**src/rtl/pipeline_ctrl_pkg.sv**
```systemverilog
// Shared definitions for the pipeline stall/flush controller: stage indices,
// controller states and the canonical StallBus patterns.
package pipeline_ctrl_pkg;

  localparam int STALL_BUS_W = 6;

  localparam int STG_PC  = 0;
  localparam int STG_IF  = 1;
  localparam int STG_ID  = 2;
  localparam int STG_EX  = 3;
  localparam int STG_MEM = 4;
  localparam int STG_WB  = 5;

  typedef logic [STALL_BUS_W-1:0] stall_bus_t;

  typedef enum logic [1:0] {
    ST_RUN      = 2'd0,
    ST_MEM_WAIT = 2'd1,
    ST_FLUSH    = 2'd2
  } ctrl_state_e;

  // Each pattern freezes PC up to and including the requesting stage.
  localparam stall_bus_t STALL_NONE = 6'b000000;
  localparam stall_bus_t STALL_IF   = 6'b000011;
  localparam stall_bus_t STALL_ID   = 6'b000111;
  localparam stall_bus_t STALL_MEM  = 6'b011111;

endpackage

```
**src/rtl/pipeline_ctrl_watchdog.sv**
```systemverilog
// Counts consecutive stalled ready cycles and raises a sticky hang flag once
// the count reaches TIMEOUT; the counter saturates there.
module pipeline_ctrl_watchdog
  import pipeline_ctrl_pkg::*;
#(
  parameter int TIMEOUT = 1024
) (
  input  logic clk_in,
  input  logic rst_in,
  input  logic rdy_in,
  input  logic stalled_in,
  output logic hang_out
);

  localparam int CW = $clog2(TIMEOUT + 1);
  localparam logic [CW-1:0] LIMIT = CW'(TIMEOUT);

  logic [CW-1:0] count_q, count_d;
  logic          hang_q, hang_d;

  always_comb begin
    count_d = count_q;
    hang_d  = hang_q;
    if (rdy_in) begin
      if (!stalled_in) begin
        count_d = '0;
      end else if (count_q != LIMIT) begin
        count_d = count_q + CW'(1);
      end
      if (count_d == LIMIT) begin
        hang_d = 1'b1;
      end
    end
  end

  always_ff @(posedge clk_in or posedge rst_in) begin
    if (rst_in) begin
      count_q <= '0;
      hang_q  <= 1'b0;
    end else begin
      count_q <= count_d;
      hang_q  <= hang_d;
    end
  end

  assign hang_out = hang_q;

endmodule

```
**src/rtl/pipeline_ctrl.sv**
```systemverilog
// Central stall/flush controller: merges IF/ID/MEM stall requests and EX
// redirects into the StallBus, replays redirects deferred by a MEM stall.
module pipeline_ctrl
  import pipeline_ctrl_pkg::*;
#(
  parameter int STALL_W = 6,
  parameter int TIMEOUT = 1024,
  parameter int CNT_W   = 32
) (
  input  logic               clk_in,
  input  logic               rst_in,
  input  logic               rdy_in,
  input  logic               if_stall_req,
  input  logic               id_stall_req,
  input  logic               mem_req_start,
  input  logic               mem_req_done,
  input  logic               jump_enable,
  input  logic [31:0]        jump_target,
  output logic [STALL_W-1:0] stall_out,
  output logic               flush_out,
  output logic [31:0]        pc_redirect_out,
  output logic               hang_out,
  output logic [CNT_W-1:0]   stall_cycles_out
);

  ctrl_state_e      state_q, state_d;
  logic             jump_pending_q, jump_pending_d;
  logic [31:0]      jump_target_q, jump_target_d;
  logic [CNT_W-1:0] cycles_q, cycles_d;

  stall_bus_t       stall_bus;
  logic             flush;
  logic [31:0]      redirect;
  logic             mem_begin;
  logic             run_jump;
  logic             wd_hang;

  // A zero-wait access (start and done together) never leaves RUN.
  assign mem_begin = mem_req_start && !mem_req_done;
  assign run_jump  = (state_q == ST_RUN) && jump_enable && !mem_begin;

  always_comb begin
    state_d        = state_q;
    jump_pending_d = jump_pending_q;
    jump_target_d  = jump_target_q;
    if (rdy_in) begin
      unique case (state_q)
        ST_RUN: begin
          if (mem_begin) begin
            state_d = ST_MEM_WAIT;
            if (jump_enable) begin
              jump_pending_d = 1'b1;
              jump_target_d  = jump_target;
            end
          end
        end
        ST_MEM_WAIT: begin
          if (jump_enable) begin
            jump_pending_d = 1'b1;
            jump_target_d  = jump_target;
          end
          if (mem_req_done) begin
            state_d = (jump_pending_q || jump_enable) ? ST_FLUSH : ST_RUN;
          end
        end
        ST_FLUSH: begin
          jump_pending_d = 1'b0;
          state_d        = ST_RUN;
        end
        default: state_d = ST_RUN;
      endcase
    end
  end

  // Priority: MEM stall, then a flush (replayed or live), then ID, then IF.
  always_comb begin
    stall_bus = STALL_NONE;
    flush     = 1'b0;
    redirect  = '0;
    if (state_q == ST_MEM_WAIT) begin
      stall_bus = STALL_MEM;
    end else if (state_q == ST_FLUSH) begin
      flush    = 1'b1;
      redirect = jump_target_q;
    end else if (run_jump) begin
      flush    = 1'b1;
      redirect = jump_target;
    end else if (id_stall_req) begin
      stall_bus = STALL_ID;
    end else if (if_stall_req) begin
      stall_bus = STALL_IF;
    end
  end

  always_comb begin
    cycles_d = cycles_q;
    if (rdy_in && stall_bus[STG_PC]) begin
      cycles_d = cycles_q + CNT_W'(1);
    end
  end

  always_ff @(posedge clk_in or posedge rst_in) begin
    if (rst_in) begin
      state_q        <= ST_RUN;
      jump_pending_q <= 1'b0;
      jump_target_q  <= '0;
      cycles_q       <= '0;
    end else begin
      state_q        <= state_d;
      jump_pending_q <= jump_pending_d;
      jump_target_q  <= jump_target_d;
      cycles_q       <= cycles_d;
    end
  end

  pipeline_ctrl_watchdog #(
    .TIMEOUT (TIMEOUT)
  ) u_watchdog (
    .clk_in     (clk_in),
    .rst_in     (rst_in),
    .rdy_in     (rdy_in),
    .stalled_in (stall_bus != STALL_NONE),
    .hang_out   (wd_hang)
  );

  // Combinational outputs are forced quiet while reset is held.
  assign stall_out        = rst_in ? '0 : STALL_W'(stall_bus);
  assign flush_out        = rst_in ? 1'b0 : flush;
  assign pc_redirect_out  = rst_in ? '0 : redirect;
  assign hang_out         = wd_hang;
  assign stall_cycles_out = cycles_q;

endmodule

```
**config.mk**
```make
export PLATFORM = sky130hd
export DESIGN_NAME = pipeline_ctrl
export DESIGN_NICKNAME = d
export VERILOG_FILES = /design/src/rtl/pipeline_ctrl_pkg.sv /design/src/rtl/pipeline_ctrl_watchdog.sv /design/src/rtl/pipeline_ctrl.sv
export SDC_FILE = /design/constraint.sdc
export NUM_CORES = 1
export LEC_CHECK = 0
export ABC_AREA = 1
export BUFFER_PORTS_ARGS = -buffer_cell sky130_fd_sc_hd__buf_2
export CAP_MARGIN = 40
export CORE_MARGIN = 1.5
export CORE_UTILIZATION = 51
export DETAILED_ROUTE_END_ITERATION = 8
export PLACE_DENSITY = 0.87
export SLEW_MARGIN = 20
export SYNTH_ARGS = -nofsm -noshare
export SYNTH_HDL_FRONTEND = slang
export SYNTH_SLANG_ARGS = --single-unit
```
**constraint.sdc**
```tcl
create_clock -name clk_in -period 5.95 [get_ports clk_in]
set_input_delay 1.4875 -clock clk_in [delete_from_list [all_inputs] [get_ports clk_in]]
set_output_delay 1.4875 -clock clk_in [all_outputs]
set_load 0.02 [all_outputs]
```
# Yosys cells after proc, flatten, opt, wreduce, memory -nomap -nowiden
# Index checks and enable logic that the tools add are counted.
[classes]
n_lt_le_gt_ge = 0
div_mod_pow = 0
eq_ne = 6
n_shift = 0
bitwise = 0
add_sub_neg = 2
muxes = 27
multipliers = 0
n_reduce_logical = 15
[op_table]
columns = ["op", "n"]
rows = [
  ["$mux 32", 6],
  ["$pmux 32 s2", 1],
  ["$mux 11", 3],
  ["$add 32x1->32 const B", 1],
  ["$add 11x1->11 const B", 1],
  ["$eq 11x11->1 const B", 1],
  ["$ne 11x11->1 const B", 1],
  ["$mux 3", 3],
  ["$reduce_and 3->1", 3],
  ["$mux 2", 4],
  ["$mux 1", 6],
  ["$mux 6", 1],
  ["$reduce_bool 6->1", 1],
  ["$mux 5", 1],
  ["$logic_and 1x1->1", 4],
  ["$ne 2x2->1 const B", 2],
  ["$pmux 2 s2", 1],
  ["$pmux 1 s3", 1],
  ["$reduce_bool 3->1", 1],
  ["$eq 2x1->1 const B", 1],
  ["$eq 2x2->1 const B", 1],
  ["$logic_not 1->1", 2],
  ["$logic_not 2->1", 1],
  ["$reduce_and 2->1", 1],
  ["other kinds (2)", 2],
]
[totals]
ram_bits = 0
n_memories = 0
regBits = 79
elab_cells = 56
romBits = 0
latchBits = 0

# Depth between registers and ports, before layout
# Gate-level depths: netlist of the first run.
[logic_depth]
depth_word = 12
depth_mapped = 13

# By module
# From an unflattened synthesis of the first run, not the netlist that was laid out.
[unflattened]
cells_unflattened = 703
area_unflattened_um2 = 4875.9
[by_module_without_submodules]
columns = ["module", "seq_area_each_um2", "cells_each", "area_each_um2", "instances"]
rows = [
  ["pipeline_ctrl", 1676.6, 575, 4027.6, 1],
  ["pipeline_ctrl_watchdog", 300.3, 128, 848.3, 1],
]

# Least setup slack after synthesis of the first run
# Ideal clock, no wire load.
[synth_timing]
kind = "input to output"
startpoint = "input rst_in"
endpoint = "output stall_out[2]"
path_buffers = 1
path_slack_ns = 0.722
arrival_ns = 3.740
cell_stages = 3
path_cell_list = "clkbuf_1 -> inv_1 -> a31o_2"
[synth_between]
elab_chain_cells = 1
[synth_lines]
columns = ["element", "line", "text"]
rows = [
  ["from (decl)", "pipeline_ctrl.sv:11", "input logic rst_in,"],
  ["$mux 6", "pipeline_ctrl.sv:127", "assign stall_out = rst_in ? '0 : STALL_W'(stall_bus);"],
  ["to (decl)", "pipeline_ctrl.sv:19", "output logic [STALL_W-1:0] stall_out,"],
]
# No other way between the ends.

# Final worst setup path of the first run
[layout_timing]
startpoint = "input mem_req_done"
endpoint = "output pc_redirect_out[25]"
[layout_between]
elab_chain_cells = 8
[layout_lines]
columns = ["element", "line", "text"]
rows = [
  ["from (decl)", "pipeline_ctrl.sv:16", "input logic mem_req_done,"],
  ["$logic_not 1->1", "pipeline_ctrl.sv:39", "assign mem_begin = mem_req_start && !mem_req_done;"],
  ["$logic_and 1x1->1", "pipeline_ctrl.sv:39", ""],
  ["$logic_not 1->1", "pipeline_ctrl.sv:40", "assign run_jump = (state_q == ST_RUN) && jump_enable && !mem_begin;"],
  ["$logic_and 1x1->1", "pipeline_ctrl.sv:40", ""],
  ["$mux 32", "pipeline_ctrl.sv:85", "end else if (run_jump) begin"],
  ["$mux 32", "pipeline_ctrl.sv:82", "end else if (state_q == ST_FLUSH) begin"],
  ["$mux 32", "pipeline_ctrl.sv:80", "if (state_q == ST_MEM_WAIT) begin"],
  ["$mux 32", "pipeline_ctrl.sv:129", "assign pc_redirect_out = rst_in ? '0 : redirect;"],
  ["to (decl)", "pipeline_ctrl.sv:21", "output logic [31:0] pc_redirect_out,"],
]
# No other way between the ends.

==> results of run 1 <==
## area by class of cell
cell class | count | area share
flip-flops and latches | 79 | 0.369
multi-input cells | 394 | 0.418
clock inverters | 6 | 0.0215
inverters | 37 | 0.0259
repair buffers | 114 | 0.115
clock buffers | 10 | 0.0257
well taps | 108 | 0.0252
## power by group through the flow
stage	registers, mW	clock network (mW)	logic (mW)
2_1_floorplan	0.855	0	0.415
3_3_place_gp	0.825	0	0.577
3_5_place_dp	0.839	0	0.611
4_1_cts	0.829	0.508	0.614
5_1_grt	0.856	0.528	0.680
6_report	0.832	0.495	0.610
## per-layer routing
metal,wire (µm),share of wire,up-vias
li1,-,-,1940
met1,4460,0.44,1870
met2,4940,0.48,148
met3,715,0.070,12
met4,114,0.011,0
met5,0,0,-
## how the worst max path moves through the flow
stage	from	to	slack, ps
3_5_place_dp	rst_in	stall_out[2]	1880
5_1_grt	mem_req_done	pc_redirect_out[14]	1730
6_report	mem_req_done	pc_redirect_out[25]	1860
4_1_cts	mem_req_done	pc_redirect_out[25]	1880
2_1_floorplan	rst_in	stall_out[2]	720
3_3_place_gp	mem_req_done	pc_redirect_out[24]	1540
## flip-flops by register name, indices dropped and copies added (netlist names)
register             count
jump_target_q           32
u_watchdog.count_q      11
stall_cycles_out        32
state_q                  2
jump_pending_q           1
u_watchdog.hang_out      1
## worst min-delay path: stages, from the launching register on
cell                      delay (ps)
sky130_fd_sc_hd__dfrtp_1         350
sky130_fd_sc_hd__inv_1            40
sky130_fd_sc_hd__nand2_1          50
## placed cells by master (no fill, tap or decap), types with 2 or more instances in the layout
cell,count
sky130_fd_sc_hd__nand2_1,120
sky130_fd_sc_hd__nor2_2,3
sky130_fd_sc_hd__inv_1,36
sky130_fd_sc_hd__nor2_1,84
sky130_fd_sc_hd__inv_6,2
sky130_fd_sc_hd__nand3_1,23
sky130_fd_sc_hd__ha_1,3
sky130_fd_sc_hd__bufinv_16,3
sky130_fd_sc_hd__nand2_2,3
sky130_fd_sc_hd__mux2_2,31
sky130_fd_sc_hd__buf_2,110
sky130_fd_sc_hd__nand3b_1,3
sky130_fd_sc_hd__nand4_1,5
sky130_fd_sc_hd__o21ai_0,18
sky130_fd_sc_hd__nor3_2,4
sky130_fd_sc_hd__nand3_2,3
sky130_fd_sc_hd__nor3_1,11
sky130_fd_sc_hd__a21oi_1,4
sky130_fd_sc_hd__a22oi_1,32
sky130_fd_sc_hd__clkbuf_8,10
sky130_fd_sc_hd__buf_8,2
sky130_fd_sc_hd__dfrtp_1,79
sky130_fd_sc_hd__o22ai_1,2
sky130_fd_sc_hd__xnor2_1,16
sky130_fd_sc_hd__xor2_1,20
## cells by family (layout without fill, tap and decap cells)
| logic type | Yosys count | after routing | share of synthesized area |
|---|---|---|---|
| mux | 32 | 32 | 0.0811 |
| xor+xnor | 36 | 36 | 0.0702 |
| compound gates | 59 | 59 | 0.0856 |
| buf+inv | 61 | 167 | 0.0613 |
| fa+ha+maj | 3 | 3 | 0.00836 |
| other cells | 1 | 1 | 0.000835 |
| flops | 79 | 79 | 0.440 |
| simple gates | 263 | 263 | 0.252 |
## synthesized netlist by cell type (5+ instances only)
cell,count,share of area
sky130_fd_sc_hd__nand2_1,120,0.10
sky130_fd_sc_hd__xnor2_1,16,0.031
sky130_fd_sc_hd__mux2_2,31,0.078
sky130_fd_sc_hd__nand4_1,5,0.0070
sky130_fd_sc_hd__clkbuf_1,13,0.011
sky130_fd_sc_hd__a22oi_1,32,0.054
sky130_fd_sc_hd__xor2_1,20,0.039
sky130_fd_sc_hd__o21ai_0,18,0.020
sky130_fd_sc_hd__dfrtp_1,79,0.44
sky130_fd_sc_hd__nor2_1,84,0.070
sky130_fd_sc_hd__inv_1,37,0.031
sky130_fd_sc_hd__nand3_1,23,0.026
sky130_fd_sc_hd__nor3_1,11,0.012
## metrics by stage
stage | cells | util | area [µm²] | setup WS, ps
2_1_floorplan | 534 | - | 4490 | 722
3_3_place_gp | 729 | 0.584 | 5050 | 1540
3_5_place_dp | 732 | 0.591 | 5100 | 1880
4_1_cts | 748 | 0.620 | 5360 | 1880
5_1_grt | 748 | 0.620 | 5360 | 1730
6_report | 748 | 0.620 | 5360 | 1860
==> impl_metrics.py, run 1 <==
metrics = {
    "pwr": {
        "p_leak_nw": 2.63,
        "share_comb_of_total_power": 0.315,
        "proportion_of_total_power_due_to_net_switching": 0.358,
        "max-vdd-ir-drop_uv": 268,
        "p_total_mw": 1.94,
        "internal-power_mw": 1.24,
        "power.share.clock": 0.255,
        "net-switching-power_mw": 0.694,
        "power_density_mw_per_mm2": 362,
        "share_seq_of_total_power": 0.430,
    },
    "die": {
        "initial_utilization": 0.520,
        "io_pins": 112,
        "area_of_the_die_mm2": 0.00937,
        "std_cell_rows": 34,
        "fp.dieW_um": 96.8,
        "die_h_um": 96.8,
        "core_area_mm2": 0.00864,
    },
    "setup_path": {
        "cp_data_arrival_time_ps": 2600,
        "crit_path_start_kind": "primary input",
        "number_of_cells_on_the_worst_reg_to_reg_path": 6,
        "rr_startpoint": "state_q[1]$_DFFE_PP0P_",
        "cp_top_family": "buffers and inverters",
        "timing.critical_path.depth": 9,
        "setup.worst_path.class": "in -> out",
        "worst-endpoint-required_ps": 4460,
        "critical_path.reg2reg.endpoint": "jump_target_q[24]$_DFFE_PP0P_",
        "critical_path.cell_chain": "buf_2 -> inv_1 -> nand2_1 -> nand3_2 -> inv_1 -> buf_8 -> a22oi_1 -> nor2_1 -> buf_2",
        "crit_path_end_kind": "output port",
        "slowest_delay_ps": 230,
        "cp.buffers_inverters": 5,
        "crit_path_top_delay_cell": "sky130_fd_sc_hd__buf_8",
        "crit_fanout": 27,
        "reg2reg_setup_slack_ps": 4020,
    },
    "placed_design": {
        "numPortBuffers": 110,
        "dpl.hpwl_um": 7730,
        "gp_congestion": 0.900,
    },
    "detailed_routing": {
        "drt_first_iter_violations": 215,
        "drt_pass1_iterations": 4,
        "ant_nets": 0,
        "routed_wire_length_per_instance_um": 13.7,
        "remaining_drc_errors": 0,
        "routed-via-count": 3970,
        "detail_route.wirelength_um": 10200,
        "routed_vias_inst": 5.31,
    },
    "synth": {
        "syn_avg_cell_area_um2": 8.41,
        "synth_enable_flop_cells": 0,
        "share_of_flip_flops_with_an_asynchronous_set_or_reset": 1.00,
        "netlist_area_mm2": 0.00449,
        "synth_top_flop_cell": "sky130_fd_sc_hd__dfrtp_1",
        "synth_warnings": 0,
        "synth_cell_types": 33,
        "cell_count_after_synthesis": 534,
        "sequential_area_share_after_synthesis": 0.440,
        "syn_nets": 577,
        "ys_seq_elements": 79,
    },
    "clock_tree": {
        "tritoncts_num_sinks": 79,
        "max-clock-path-buffers": 2,
        "total_setup_buffers_inserted_after_cts": 0,
        "tritoncts_clock_tree": "yes",
        "ctsRootBufferMaster": "sky130_fd_sc_hd__clkbuf_8",
        "clock_insertion_delay_worst_skew_ps": 350,
        "cts_htree_levels": 3,
        "path_clk_slew_ps": 80,
        "postCtsHoldBufs": 0,
        "cts_buffers": 9,
        "cts.repair.resized": 0,
    },
    "cells_and_area": {
        "register_area_mm2": 0.00198,
        "n_antenna_cell": 0,
        "nets": 678,
        "syn2layout_area_growth_pct": 19.3,
        "post_route_cells_drive_above_1_share": 0.281,
        "final.fill_count": 745,
        "area_used_by_multi_input_combinational_logic_mm2": 0.00224,
    },
    "timing": {
        "timing_max_transition_violations_final": 0,
        "final.period_utilization": 0.687,
        "fmax_mhz": 245,
        "worst_slew_margin_rel": 0.501,
        "timing.hold.ws_ps": 469,
        "rsz_0062_raised_after_global_routing": "no",
        "finalWorstPathRequiredPeriod_ps": 4090,
        "tightestPinTransition_ps": 745,
        "finalHoldViolCount": 0,
        "report.final.setup_viol": 0,
        "fin_tns_setup_ps": 0,
        "final.setup_skew_ps": 10.5,
    },
    "global_routing": {
        "number_of_antenna_violations_at_the_first_check_in_global_routing": 0,
        "global_route.peak_usage_layer": "met2",
        "global_route_wire_length_before_repair_um": 17700,
        "maximum_number_of_pins_on_one_net_before_global_route_repair": 56,
        "grt.overflow.total": 0,
        "vias_in_the_first_global_route": 3893,
        "met3_usage": 0.0621,
        "global_route.usage.met1": 0.289,
        "grtUsageTotal": 0.226,
        "groute.layer.met2.usage": 0.376,
    },
    "min_path": {
        "hp-class": "reg -> reg",
        "hold_end": "u_watchdog.hang_out$_DFFE_PP0P_",
        "holdPathStages": 2,
        "timing.hold.worst.start": "u_watchdog.hang_out$_DFFE_PP0P_",
    },
    "status": {
        "result_of_the_run": "finished, final reports clean",
    },
    "flow_run": {
        "maxCapViolations": 0,
    },
}
Note: power is estimated with default switching activity, not from simulation.
==> run 2, diff against run 1 <==
- CORE_UTILIZATION: 51 -> 49
- clock period: 5.95 -> 3.61 ns (I/O delays scaled with it)
==> run 2 against run 1 <==
The run now ends with DRC left; hold slack got worse by 2.9 ps; critical endpoint is now pc_redirect_out[22]; setup slack worse by 1400 ps; non-clock buffer count stayed put; sequential power increased by 65%; sequential cell count unchanged; clock power is 25% higher; critical path type unchanged; via count grew 0.20%; cell count is the same; die area rose by 4.0%; first-iteration DRC count grew 39%; count of clock-buffer cells in the layout decreased by 1; routed wire length grew 1.5%.
==> impl_metrics.py, run 2 (synthesized netlist as in run 1, its figures left out) <==
metrics = {
    "setup_path": {
        "crit_fanout": 22,
        "slowest_delay_ps": 310,
        "setup.worst_path.class": "in -> out",
        "critical_path.cell_chain": "buf_2 -> inv_1 -> nand2_1 -> nand3_2 -> inv_1 -> buf_12 -> a22oi_1 -> nor2_1 -> buf_2",
        "crit_path_top_delay_cell": "sky130_fd_sc_hd__inv_1",
        "worst-endpoint-required_ps": 2710,
        "crit_path_end_kind": "output port",
        "cp_data_arrival_time_ps": 2210,
        "crit_path_start_kind": "primary input",
    },
    "clock_tree": {
        "cts_htree_levels": 3,
        "path_clk_slew_ps": 80,
        "max-clock-path-buffers": 2,
        "cts_buffers": 9,
        "postCtsHoldBufs": 0,
        "clock_insertion_delay_worst_skew_ps": 360,
        "tritoncts_clock_tree": "yes",
        "total_setup_buffers_inserted_after_cts": 0,
        "ctsRootBufferMaster": "sky130_fd_sc_hd__clkbuf_8",
        "tritoncts_num_sinks": 79,
        "cts.repair.resized": 0,
    },
    "status": {
        "result_of_the_run": "finished, violations left",
        "failed_checks": "DRC",
    },
    "die": {
        "fp.dieW_um": 98.7,
        "initial_utilization": 0.510,
        "io_pins": 112,
        "std_cell_rows": 34,
        "core_area_mm2": 0.00881,
        "die_h_um": 98.7,
        "area_of_the_die_mm2": 0.00974,
    },
    "timing": {
        "fmax_mhz": 322,
        "finalHoldViolCount": 0,
        "rsz_0062_raised_after_global_routing": "no",
        "report.final.setup_viol": 0,
        "timing_max_transition_violations_final": 0,
        "final.setup_skew_ps": 17.4,
        "final.period_utilization": 0.861,
        "tightestPinTransition_ps": 719,
        "worst_slew_margin_rel": 0.519,
        "finalWorstPathRequiredPeriod_ps": 3110,
        "timing.hold.ws_ps": 466,
        "fin_tns_setup_ps": 0,
    },
    "global_routing": {
        "vias_in_the_first_global_route": 3850,
        "number_of_antenna_violations_at_the_first_check_in_global_routing": 0,
        "global_route_wire_length_before_repair_um": 17900,
        "grt.overflow.total": 0,
        "grtUsageTotal": 0.226,
        "maximum_number_of_pins_on_one_net_before_global_route_repair": 44,
    },
    "pwr": {
        "power_density_mw_per_mm2": 568,
        "power.share.clock": 0.206,
        "net-switching-power_mw": 1.17,
        "max-vdd-ir-drop_uv": 406,
        "share_comb_of_total_power": 0.337,
        "p_leak_nw": 2.59,
        "proportion_of_total_power_due_to_net_switching": 0.391,
        "share_seq_of_total_power": 0.457,
        "internal-power_mw": 1.83,
    },
    "detailed_routing": {
        "routed_vias_inst": 5.32,
        "drt_pass1_iterations": 7,
        "detail_route.wirelength_um": 10400,
        "remaining_drc_errors": 17,
        "drt_first_iter_violations": 298,
        "routed_wire_length_per_instance_um": 13.9,
        "ant_nets": 0,
        "routed-via-count": 3978,
    },
    "cells_and_area": {
        "layout.cells.most_common_list": "sky130_fd_sc_hd__nand2_1, sky130_fd_sc_hd__buf_2, sky130_fd_sc_hd__nor2_1",
        "syn2layout_area_growth_pct": 17.8,
        "fin_cells": 748,
        "most_common_cell_after_layout_fill_and_taps_aside": "sky130_fd_sc_hd__nand2_1",
        "final_core_utilization": 0.601,
        "post_route_cells_drive_above_1_share": 0.281,
        "nets": 678,
        "n_antenna_cell": 0,
    },
    "placed_design": {
        "dpl.hpwl_um": 7830,
        "place.detailed.instances": 732,
        "numPortBuffers": 110,
        "gp_congestion": 0.912,
    },
    "min_path": {
        "hp-class": "reg -> reg",
    },
    "flow_run": {
        "maxCapViolations": 0,
    },
}
run 2: cell count changes in the layout (fill, tap and decap cells not counted), sizes merged:
cell / delta
inv: +1
bufinv: -3
clkbuf: -1
clkinvlp: +3
run 2: routing by layer:
layer | vias up | wire length [µm] | track usage
met5 | - | 0 | 0
met4 | 0 | 173 | 0.0846
met3 | 15 | 713 | 0.0532
met2 | 148 | 4970 | 0.371
met1 | 1869 | 4530 | 0.293
li1 | 1946 | - | -
run 2: critical path, delay by kind of cell:
| family | cells | cell delay, ps |
|---|---|---|
| buffers and inverters | 5 | 850 |
| AND/OR/NAND/NOR | 3 | 380 |
| AO/OA/AOI/OAI | 1 | 70 |
run 2: through the flow:
| step | worst slack (ps) | area, µm² | power (mW) |
|---|---|---|---|
| 2_1_floorplan | 3.76 | 4520 | 2.10 |
| 4_1_cts | 490 | 5290 | 3.03 |
| 3_5_place_dp | 534 | 5110 | 2.40 |
| 5_1_grt | 333 | 5290 | 3.21 |
| 3_3_place_gp | 660 | 5090 | 2.33 |
| 6_report | 502 | 5290 | 3.00 |
run 2: path summary, 6_finish.rpt:
kind / slack (ps) / start / to / depth (start not counted)
max in group asynchronous: 2030 / rst_in / stall_cycles_out[3]$_DFFE_PP0P_ / 4
hold / removal: 470 / u_watchdog.hang_out$_DFFE_PP0P_ / u_watchdog.hang_out$_DFFE_PP0P_ / 2
setup reg to reg: 1630 / state_q[1]$_DFFE_PP0P_ / stall_cycles_out[22]$_DFFE_PP0P_ / 8
setup / recovery: 500 / mem_req_done / pc_redirect_out[22] / 9
hold reg to reg: 470 / u_watchdog.hang_out$_DFFE_PP0P_ / u_watchdog.hang_out$_DFFE_PP0P_ / 2
min in group asynchronous: 990 / rst_in / jump_target_q[28]$_DFFE_PP0P_ / 3
run 2: cell type report:
class / count / area (µm²)
fill: 738 / 3520
multi-input combinational: 394 / 2250
sequential: 79 / 1980
timing repair buffer: 114 / 606
inverter: 37 / 143
tap: 108 / 135
clock buffer: 9 / 124
clock inverter: 7 / 60.1
run 2: power groups by stage:
| stage | Sequential [mW] | Clock (mW) | Combinational (mW) |
|---|---|---|---|
| 3_5_place_dp | 1.38 | 0 | 1.01 |
| 5_1_grt | 1.42 | 0.681 | 1.12 |
| 4_1_cts | 1.37 | 0.641 | 1.02 |
| 2_1_floorplan | 1.41 | 0 | 0.689 |
| 6_report | 1.37 | 0.618 | 1.01 |
| 3_3_place_gp | 1.36 | 0 | 0.963 |
==> run 3, diff against run 2 <==
- PLACE_DENSITY: 0.87 -> 0.76
- SYNTH_HIERARCHICAL: unset -> 1
==> run 3 against run 2 <==
The run now ends clean; setup slack worse by 13 ps; hold slack gained 15 ps; via count is 20% higher; global-route usage increased by 0.85 points; core utilization decreased by 1.4 points; cell area is 7.9% higher; maximum frequency is 0.42% lower; non-clock buffer count grew 1; cell count increased by 26%; critical endpoint is now pc_redirect_out[13]; power is 4.2% higher.
==> impl_metrics.py, run 3 <==
metrics = {
    "placed_design": {
        "numPortBuffers": 110,
        "instance_area_at_placement_mm2": 0.00548,
        "dpl.hpwl_um": 8910,
        "gp_congestion": 0.970,
    },
    "clock_tree": {
        "postCtsHoldBufs": 0,
        "total_setup_buffers_inserted_after_cts": 0,
        "path_clk_slew_ps": 80,
        "cts_htree_levels": 3,
        "clock_insertion_delay_worst_skew_ps": 350,
        "max-clock-path-buffers": 2,
        "ctsRootBufferMaster": "sky130_fd_sc_hd__clkbuf_8",
        "tritoncts_num_sinks": 79,
        "cts_buffers": 9,
        "cts.repair.resized": 0,
        "tritoncts_clock_tree": "yes",
    },
    "detailed_routing": {
        "detail_route.wirelength_um": 12100,
        "drt_pass1_iterations": 5,
        "ant_nets": 0,
        "routed_wire_length_per_instance_um": 12.9,
        "routed_vias_inst": 5.07,
        "routed-via-count": 4763,
        "drt_first_iter_violations": 199,
        "remaining_drc_errors": 0,
    },
    "cells_and_area": {
        "layout.cells.most_common_list": "sky130_fd_sc_hd__nand2_1, sky130_fd_sc_hd__buf_2, sky130_fd_sc_hd__nor2_1",
        "most_common_cell_after_layout_fill_and_taps_aside": "sky130_fd_sc_hd__nand2_1",
        "syn2layout_area_growth_pct": 17.0,
        "n_antenna_cell": 0,
        "post_route_cells_drive_above_1_share": 0.199,
        "nets": 844,
        "final.fill_count": 945,
        "postLayoutCellArea_mm2": 0.00571,
    },
    "pwr": {
        "p_leak_nw": 2.95,
        "power_density_mw_per_mm2": 549,
        "max-vdd-ir-drop_uv": 343,
    },
    "die": {
        "std_cell_rows": 36,
        "die_h_um": 103,
        "initial_utilization": 0.501,
        "core_area_mm2": 0.00973,
        "area_of_the_die_mm2": 0.0106,
        "io_pins": 112,
        "fp.dieW_um": 103,
    },
    "setup_path": {
        "cp_data_arrival_time_ps": 2220,
        "worst-endpoint-required_ps": 2710,
        "crit_path_start_kind": "primary input",
        "crit_fanout": 20,
        "crit_path_end_kind": "output port",
        "setup.worst_path.class": "in -> out",
    },
    "timing": {
        "tightestPinTransition_ps": 570,
        "final.period_utilization": 0.865,
        "fmax_mhz": 320,
        "finalHoldViolCount": 0,
        "worst_slew_margin_rel": 0.620,
        "rsz_0062_raised_after_global_routing": "no",
        "final.setup_skew_ps": 7.73,
        "timing_max_transition_violations_final": 0,
        "fin_tns_setup_ps": 0,
        "report.final.setup_viol": 0,
        "finalWorstPathRequiredPeriod_ps": 3120,
    },
    "synth": {
        "sequential_area_share_after_synthesis": 0.405,
        "synth_enable_flop_cells": 0,
        "ys_seq_elements": 79,
        "netlist.top_cell.by_area": "sky130_fd_sc_hd__dfrtp_1",
        "netlist_top_cells_count": "sky130_fd_sc_hd__nand2_1, sky130_fd_sc_hd__nor2_1, sky130_fd_sc_hd__inv_1, sky130_fd_sc_hd__dfrtp_1, sky130_fd_sc_hd__o21ai_0",
        "netlist_area_mm2": 0.00488,
        "synth_cell_types": 34,
        "yosys-top-cells-area": "sky130_fd_sc_hd__dfrtp_1, sky130_fd_sc_hd__nand2_1, sky130_fd_sc_hd__nor2_1",
        "synthMostInstantiatedCell": "sky130_fd_sc_hd__nand2_1",
        "cell_count_after_synthesis": 703,
        "syn_nets": 746,
        "share_of_flip_flops_with_an_asynchronous_set_or_reset": 1.00,
        "syn_avg_cell_area_um2": 6.94,
        "synth_top_flop_cell": "sky130_fd_sc_hd__dfrtp_1",
        "synth_warnings": 6,
        "synth.top_cell.area_share": 0.405,
    },
    "global_routing": {
        "maximum_number_of_pins_on_one_net_before_global_route_repair": 68,
        "global_route_wire_length_before_repair_um": 19500,
        "grt.overflow.total": 0,
        "vias_in_the_first_global_route": 4399,
        "grtUsageTotal": 0.234,
        "number_of_antenna_violations_at_the_first_check_in_global_routing": 0,
    },
    "min_path": {
        "hp-class": "reg -> reg",
    },
    "status": {
        "result_of_the_run": "finished, final reports clean",
    },
    "flow_run": {
        "maxCapViolations": 0,
    },
}
## run 3: changes by cell type after synthesis, sizes merged, moves of 3 or more
cell	before	now
nor3	15	3
xor2	20	3
buf	11	22
inv	37	85
nor2	88	108
nand3	26	41
nand2	124	237
mux2	32	0
clkbuf	13	6
nand3b	3	6
xnor2	16	11
o21ai	19	53
## run 3: cells by family (layout without fill, tap and decap cells)
logic type	after synthesis	after routing	share of synthesized area
AND/OR/NAND/NOR	404	404	0.351
flip-flops	79	79	0.405
XOR/XNOR	14	14	0.0251
other	1	1	0.000769
AO/OA/AOI/OAI	89	89	0.110
adder cells (fa/ha/maj)	3	3	0.00770
buffers and inverters	113	216	0.101
## run 3: area by class of cell
cell class,count,area [µm²],area share
inverters,85,323,0.0566
clock buffers,9,124,0.0217
repair buffers,115,621,0.109
well taps,133,166,0.0292
flip-flops and latches,79,1980,0.346
multi-input cells,511,2420,0.424
clock inverters,7,78.8,0.0138
## run 3: final timing paths
path                                                       from                                to  slack (ps)  depth (start not counted)
worst max-delay path                               mem_req_done               pc_redirect_out[13]         490                          9
worst min-delay path            u_watchdog/hang_out$_DFFE_PP0P_   u_watchdog/hang_out$_DFFE_PP0P_         480                          2
worst max register to register           state_q[1]$_DFFE_PP0P_  stall_cycles_out[23]$_DFFE_PP0P_        1480                          8
worst min register to register  u_watchdog/hang_out$_DFFE_PP0P_   u_watchdog/hang_out$_DFFE_PP0P_         480                          2
max in group asynchronous                                rst_in   stall_cycles_out[0]$_DFFE_PP0P_        2220                          4
min in group asynchronous                                rst_in      jump_target_q[4]$_DFFE_PP0P_         860                          3
## run 3: worst max-delay path, stage by stage
cell,delay [ps]
sky130_fd_sc_hd__buf_2,100
sky130_fd_sc_hd__inv_1,40
sky130_fd_sc_hd__nand2_1,110
sky130_fd_sc_hd__nand3_2,110
sky130_fd_sc_hd__inv_1,340
sky130_fd_sc_hd__buf_12,210
sky130_fd_sc_hd__a22oi_1,90
sky130_fd_sc_hd__nor2_1,140
sky130_fd_sc_hd__buf_2,180
## run 3: metal layers
metal / wire length [µm] / global-route usage / vias to the layer above
li1: - / - / 2403
met1: 5050 / 0.271 / 2215
met2: 6160 / 0.430 / 118
met3: 594 / 0.0380 / 27
met4: 279 / 0.0977 / 0
met5: 0 / 0 / -
## run 3: per-stage QoR
stage	utilization	std cells	setup slack [ps]	hold WS, ps	power [mW]
CTS	0.584	938	543	483	3.15
finish	0.587	939	489	482	3.13
global placement	0.563	922	633	453	2.41
global route	0.587	939	397	514	3.37
floorplan	-	703	100	453	2.18
detailed placement	0.563	922	543	462	2.47
## run 3: power breakdown
group / switching (mW) / leakage [nW] / internal (mW)
registers: 0.185 / 1.01 / 1.12
logic: 0.757 / 1.84 / 0.392
clock network: 0.351 / 0.105 / 0.328
